==> src/rtl/rr_mux_pkg.sv <==
// Shared constants and helpers for the registered round-robin multiplexer.
package rr_mux_pkg;

  localparam logic MODE_FIXED = 1'b0;
  localparam logic MODE_RR    = 1'b1;

  // Channel index width. Never returns less than one bit, so N=1 or N=2 still yields a usable index.
  function automatic int idx_w(input int n);
    return (n <= 2) ? 1 : $clog2(n);
  endfunction

endpackage

==> src/rtl/rr_reg_mux_if.sv <==
// Stream bundle between N producers, the multiplexer and a single consumer.
// With RR_MUX_PARITY_EN defined the bundle also carries out_par.
interface rr_reg_mux_if
  import rr_mux_pkg::*;
#(
  parameter int N     = 4,
  parameter int WIDTH = 8
);
  localparam int CH_W = idx_w(N);

  logic [N*WIDTH-1:0] in_data;
  logic [N-1:0]       in_valid;
  logic [N-1:0]       in_ready;
  logic [WIDTH-1:0]   out_data;
  logic [CH_W-1:0]    out_ch;
  logic               out_valid;
  logic               out_ready;
`ifdef RR_MUX_PARITY_EN
  logic               out_par;

  modport slave (
    input  in_data, in_valid, out_ready,
    output in_ready, out_data, out_ch, out_valid, out_par
  );
  modport master (
    output in_data, in_valid, out_ready,
    input  in_ready, out_data, out_ch, out_valid, out_par
  );
`else
  modport slave (
    input  in_data, in_valid, out_ready,
    output in_ready, out_data, out_ch, out_valid
  );
  modport master (
    output in_data, in_valid, out_ready,
    input  in_ready, out_data, out_ch, out_valid
  );
`endif
endinterface

==> src/rtl/rr_arbiter.sv <==
// Rotating-priority arbiter: grants the first requester after ptr, wrapping modulo N.
module rr_arbiter
  import rr_mux_pkg::*;
#(
  parameter int N = 4
) (
  input  logic [N-1:0]         req,
  input  logic [idx_w(N)-1:0]  ptr,
  input  logic                 en,
  output logic [N-1:0]         gnt,
  output logic [idx_w(N)-1:0]  gnt_idx
);
  localparam int CH_W = idx_w(N);

  logic [CH_W-1:0] cand_idx;
  logic            found;

  // ptr itself is scanned last, so the previous winner has lowest priority.
  always_comb begin
    gnt      = '0;
    gnt_idx  = '0;
    cand_idx = '0;
    found    = 1'b0;
    for (int k = 1; k <= N; k++) begin
      cand_idx = CH_W'((int'(ptr) + k) % N);
      if (en && !found && req[cand_idx]) begin
        found         = 1'b1;
        gnt[cand_idx] = 1'b1;
        gnt_idx       = cand_idx;
      end
    end
  end

endmodule

==> src/rtl/rr_reg_mux.sv <==
// Registered N:1 stream multiplexer with fixed-select or round-robin channel choice.
// Define RR_MUX_PARITY_EN to add a registered even-parity bit (out_par) alongside out_data.
module rr_reg_mux
  import rr_mux_pkg::*;
#(
  parameter int N     = 4,
  parameter int WIDTH = 8
) (
  input  logic                clk,
  input  logic                rst_n,
  input  logic                mode,
  input  logic [idx_w(N)-1:0] sel,
  rr_reg_mux_if.slave         bus
);
  localparam int CH_W = idx_w(N);

  logic [N-1:0]     rr_gnt;
  logic [N-1:0]     fix_gnt;
  logic [N-1:0]     gnt;
  logic [CH_W-1:0]  rr_idx;
  logic [CH_W-1:0]  gnt_idx;
  logic             any_gnt;
  logic             load;
  logic [WIDTH-1:0] gnt_data;

  logic             out_valid_q, out_valid_d;
  logic [WIDTH-1:0] out_data_q,  out_data_d;
  logic [CH_W-1:0]  out_ch_q,    out_ch_d;
  logic [CH_W-1:0]  ptr_q,       ptr_d;

  rr_arbiter #(.N(N)) u_arb (
    .req     (bus.in_valid),
    .ptr     (ptr_q),
    .en      (mode == MODE_RR),
    .gnt     (rr_gnt),
    .gnt_idx (rr_idx)
  );

  // A select value of N or above matches no channel, so it yields no grant.
  for (genvar gi = 0; gi < N; gi++) begin : g_fix
    assign fix_gnt[gi] = bus.in_valid[gi] && (sel == CH_W'(gi));
  end

  always_comb begin
    gnt      = (mode == MODE_RR) ? rr_gnt : fix_gnt;
    gnt_idx  = (mode == MODE_RR) ? rr_idx : sel;
    any_gnt  = |gnt;
    load     = !out_valid_q || bus.out_ready;
    gnt_data = '0;
    for (int i = 0; i < N; i++) begin
      gnt_data = gnt_data | (bus.in_data[i*WIDTH +: WIDTH] & {WIDTH{gnt[i]}});
    end
  end

  always_comb begin
    out_valid_d = out_valid_q;
    out_data_d  = out_data_q;
    out_ch_d    = out_ch_q;
    ptr_d       = ptr_q;
    if (load) begin
      out_valid_d = any_gnt;
      if (any_gnt) begin
        out_data_d = gnt_data;
        out_ch_d   = gnt_idx;
        ptr_d      = gnt_idx;
      end
    end
  end

  always_ff @(posedge clk or negedge rst_n) begin
    if (!rst_n) begin
      out_valid_q <= 1'b0;
      out_data_q  <= '0;
      out_ch_q    <= '0;
      ptr_q       <= CH_W'(N - 1);
    end else begin
      out_valid_q <= out_valid_d;
      out_data_q  <= out_data_d;
      out_ch_q    <= out_ch_d;
      ptr_q       <= ptr_d;
    end
  end

  // Nothing is accepted while reset is held, even though the empty register would otherwise load.
  assign bus.in_ready  = (load && rst_n) ? gnt : '0;
  assign bus.out_valid = out_valid_q;
  assign bus.out_data  = out_data_q;
  assign bus.out_ch    = out_ch_q;

`ifdef RR_MUX_PARITY_EN
  logic out_par_q, out_par_d;

  assign out_par_d = ^out_data_d;

  always_ff @(posedge clk or negedge rst_n) begin
    if (!rst_n) begin
      out_par_q <= 1'b0;
    end else begin
      out_par_q <= out_par_d;
    end
  end

  assign bus.out_par = out_par_q;
`endif

endmodule

==> src/flat_wrapper.sv <==
// flat-port wrapper written by rule: the top's interface ports become plain ports
module rr_reg_mux_flat import rr_mux_pkg::*;
#(
  parameter int N     = 4,
  parameter int WIDTH = 8
)
  (clk, rst_n, mode, sel, bus_in_data, bus_in_valid, bus_out_ready, bus_in_ready, bus_out_data, bus_out_ch, bus_out_valid);
  rr_reg_mux_if #(.N(N), .WIDTH(WIDTH)) bus_i ();
  input  logic clk;
  input  logic rst_n;
  input  logic mode;
  input  logic [idx_w(N)-1:0] sel;
  input wire logic [$bits(bus_i.in_data)-1:0] bus_in_data;
  input wire logic [$bits(bus_i.in_valid)-1:0] bus_in_valid;
  input wire logic [$bits(bus_i.out_ready)-1:0] bus_out_ready;
  output wire logic [$bits(bus_i.in_ready)-1:0] bus_in_ready;
  output wire logic [$bits(bus_i.out_data)-1:0] bus_out_data;
  output wire logic [$bits(bus_i.out_ch)-1:0] bus_out_ch;
  output wire logic [$bits(bus_i.out_valid)-1:0] bus_out_valid;
  assign bus_i.in_data = bus_in_data;
  assign bus_i.in_valid = bus_in_valid;
  assign bus_i.out_ready = bus_out_ready;
  assign bus_in_ready = bus_i.in_ready;
  assign bus_out_data = bus_i.out_data;
  assign bus_out_ch = bus_i.out_ch;
  assign bus_out_valid = bus_i.out_valid;
  rr_reg_mux #(.N(N), .WIDTH(WIDTH)) u_core (.clk(clk), .rst_n(rst_n), .mode(mode), .sel(sel), .bus(bus_i));
endmodule
==> config.mk <==
export PLATFORM = sky130hd
export DESIGN_NAME = rr_reg_mux_flat
export DESIGN_NICKNAME = d
export VERILOG_FILES = /design/src/rtl/rr_mux_pkg.sv /design/src/rtl/rr_reg_mux_if.sv /design/src/rtl/rr_arbiter.sv /design/src/rtl/rr_reg_mux.sv /design/src/flat_wrapper.sv
export SDC_FILE = /design/constraint.sdc
export NUM_CORES = 1
export LEC_CHECK = 0
export ABC_AREA = 0
export CAP_MARGIN = 10
export CORE_MARGIN = 8
export CORE_UTILIZATION = 48
export CTS_CLUSTER_DIAMETER = 150
export DETAILED_ROUTE_END_ITERATION = 6
export HOLD_SLACK_MARGIN = 0.12
export PLACE_DENSITY_LB_ADDON = 0.2
export SLEW_MARGIN = 0
export SYNTH_ARGS = -nofsm -noshare
export SYNTH_HDL_FRONTEND = slang
export SYNTH_HIERARCHICAL = 1
export SYNTH_SLANG_ARGS = --single-unit
==> constraint.sdc <==
create_clock -name clk -period 8.4 [get_ports clk]
set_clock_uncertainty 0.15 [all_clocks]
set_input_delay 1.68 -clock clk [delete_from_list [all_inputs] [get_ports clk]]
set_output_delay 1.68 -clock clk [all_outputs]
set_load 0.01 [all_outputs]
==> impl_metrics.yaml <==
run_status:
  status: "finished, final reports clean"
pwr:
  finalPower_uw: 560.7
  leakage_nw: 0.8817
  ir_worst_vdd_v: 0.0001342
  p_per_area_nw_per_um2: 276.1
floorplanning:
  ios: 57
  die_w_um: 71.84
  die_y_um: 71.84
  die_area_um2: 5160
  core-area_um2: 3003
  rows: 20
  initial_core_util: 0.4983
worst_setup_path:
  critPathCaptureType: "primary output"
  worstSetupPathType: "input pin to primary output"
  crit_path_start_kind: "input pin"
  path_max_fanout: 9
  crit_arrival_ps: 4670
  crit_required_ps: 6570
drt:
  wire_per_inst_um: 17.47
  dr.pass1.iters: 4
  drt.antenna.violating_nets: 0
  drt_wl_total_um: 4140
  vias: 1372
  vias_per_cell: 5.789
  drcViolationCount: 0
  dr.first_iter.drc_count: 127
place:
  numPortBuffers: 56
  place_hpwl_um: 3281
  globalplace.congestion: 0.8638
  dpl_cell_area_um2: 2003
yosys:
  synth-main-ff-cell: "dfrtp_1"
  async_reset_ff_frac: 1.000
  netlist_instances: 154
  synth_seq_cells: 13
  netlist_area_um2: 1496
  ys_types: 45
  synth.net_count: 204
  synth_edf_count: 0
  syn-mean-instance-area_um2: 9.717
  yosysSeqAreaShare: 0.2191
  yosys_warnings: 6
cells_and_area:
  fillers: 248
  nNetsFinal: 255
  utilization: 0.6763
  num_antenna_cells: 0
  areaGrowthSynthToFinish_pct: 35.70
  design_area_um2: 2031
  drive_gt1_frac: 0.1618
global_routing:
  grt_pass1_wl_um: 7010
  grt_util_met1: 0.2095
  grtUsageMet3: 0.04603
  grt_most_used_layer: "met2"
  grt_use_total: 0.1662
  grt_pass1_vias: 1498
  gr-total-overflow: 0
  grt_max_degree: 19
  gr-usage-met2: 0.2743
  antenna_found_initial: 0
worst_hold_path:
  hold_class: "register to register"
sta:
  final.min_clock_period_ps: 6501
  slew_headroom: 0.5567
  worst_pin_slew_ps: 662.9
  slew_viol_final: 0
  finalHoldViolCount: 0
  final-setup-viol-count: 0
  fmax_ghz: 0.1538
  final.setup.tns_ps: 0
  hold_ws_ps: 367.9
  fin_crit_sh: 0.7740
  rsz0062_at_grt: "false"
clocking:
  htree_num_levels: 1
  cts_resized: 0
  path_clk_slew_ps: 90
  cts_setup_buffers: 0
  cts_buffers: 3
  worstSkewPairLatency_ps: 270
  cts_buffer_depth: 2
  cts_tree: "yes"
  cts_sinks: 13
  clk_root_buffer_cell: "clkbuf_4"
  cts_hold_buf: 0
run:
  drv_cap: 0
[where the power goes]
group	internal, mW	switching [mW]
clock network	0.0176	0.0218
logic	0.212	0.184
registers	0.0931	0.0326
total	0.323	0.238
[area by class of cell]
type,instances,area [um^2],area share
Multi-Input combinational cell,116,1013,0.4991
Clock buffer,3,22.52,0.01109
Sequential cell,13,327.8,0.1614
Tap cell,33,41.29,0.02033
Inverter,14,52.55,0.02588
Clock inverter,1,5.005,0.002465
Timing Repair Buffer,57,568.0,0.2797
[cells in the final DEF (no fill, tap or decap), types with 2 or more instances in the layout]
| cell type | count |
|---|---|
| a21o_1 | 3 |
| a22o_1 | 4 |
| a22oi_1 | 4 |
| and2_0 | 2 |
| and3_1 | 2 |
| clkbuf_4 | 3 |
| clkdlybuf4s50_1 | 56 |
| dfrtp_1 | 11 |
| dfstp_2 | 2 |
| ha_1 | 8 |
| inv_1 | 14 |
| mux2_2 | 3 |
| mux2_4 | 6 |
| mux2i_1 | 6 |
| mux4_2 | 3 |
| nand2_1 | 10 |
| nor2_1 | 5 |
| nor2_2 | 2 |
| nor2b_4 | 2 |
| o2111ai_1 | 8 |
| o21ai_0 | 26 |
[layer usage]
metal | vias up | part of all wire
met5 | - | 0
met4 | 0 | 0.0036
met3 | 2 | 0.072
met2 | 59 | 0.47
met1 | 640 | 0.45
li1 | 671 | -
[cells by family after synthesis]
kind of cell / after synthesis / synth area share
and+or+nand+nor: 37 / 0.1815
AOI/OAI and AO/OA: 52 / 0.2433
DFF: 13 / 0.2191
adders and majority gates: 8 / 0.06689
muxes: 19 / 0.1856
buffers and inverters: 25 / 0.1037
[metrics by stage]
| step | cells | worst slack, ps |
|---|---|---|
| final | 237 | 1899 |
| after global routing | 237 | 1646 |
| after CTS | 237 | 1918 |
| after detailed placement | 233 | 1941 |
| after global placement | 233 | 1994 |
| after floorplan | 154 | 3209 |
[flip-flops by register name (all words and copies together), names as in the netlist]
register	flops
u_core/bus.out_valid	1
u_core/ptr_q	2
u_core/bus.out_data	8
u_core/bus.out_ch	2
[synth_stat cells, types with 3 or more instances]
master | instances | area [um^2]
inv_1 | 14 | 52.55
a21o_1 | 3 | 22.52
mux2_4 | 6 | 90.09
nand2_1 | 10 | 37.54
a22oi_1 | 4 | 30.03
ha_1 | 8 | 100.1
mux2_2 | 3 | 33.78
a22o_1 | 4 | 35.03
clkbuf_1 | 3 | 11.26
buf_6 | 5 | 56.30
o2111ai_1 | 8 | 70.07
dfrtp_1 | 11 | 275.3
nor2_1 | 5 | 18.77
mux2i_1 | 6 | 60.06
mux4_2 | 3 | 67.56
o21ai_0 | 26 | 130.1
[critical path, cell delays in order]
cell and delay [ps]:
clkdlybuf4s50_1 500, mux4_2 620, nor2_2 230, and3_2 250, a22oi_1 100, nand2_1 100
and2_0 420, nor2_2 110, nor2_1 110, clkdlybuf4s50_1 540
[worst paths after layout]
path	startpoint	end	slack, ps	cells after the start
max in group asynchronous	rst_n	u_core/bus.out_valid$_DFFE_PN0N_	6020	1
min	u_core/bus.out_data[3]$_DFFE_PN0P_	u_core/bus.out_data[3]$_DFFE_PN0P_	370	1
max reg2reg	u_core/ptr_q[0]$_DFFE_PN1P_	u_core/bus.out_data[2]$_DFFE_PN0P_	4170	11
max	bus_in_valid[2]	bus_in_ready[0]	1900	10
min in group asynchronous	rst_n	u_core/bus.out_data[1]$_DFFE_PN0P_	1650	1
min reg2reg	u_core/bus.out_data[3]$_DFFE_PN0P_	u_core/bus.out_data[3]$_DFFE_PN0P_	370	1
Power figures use the tool's default switching activity.
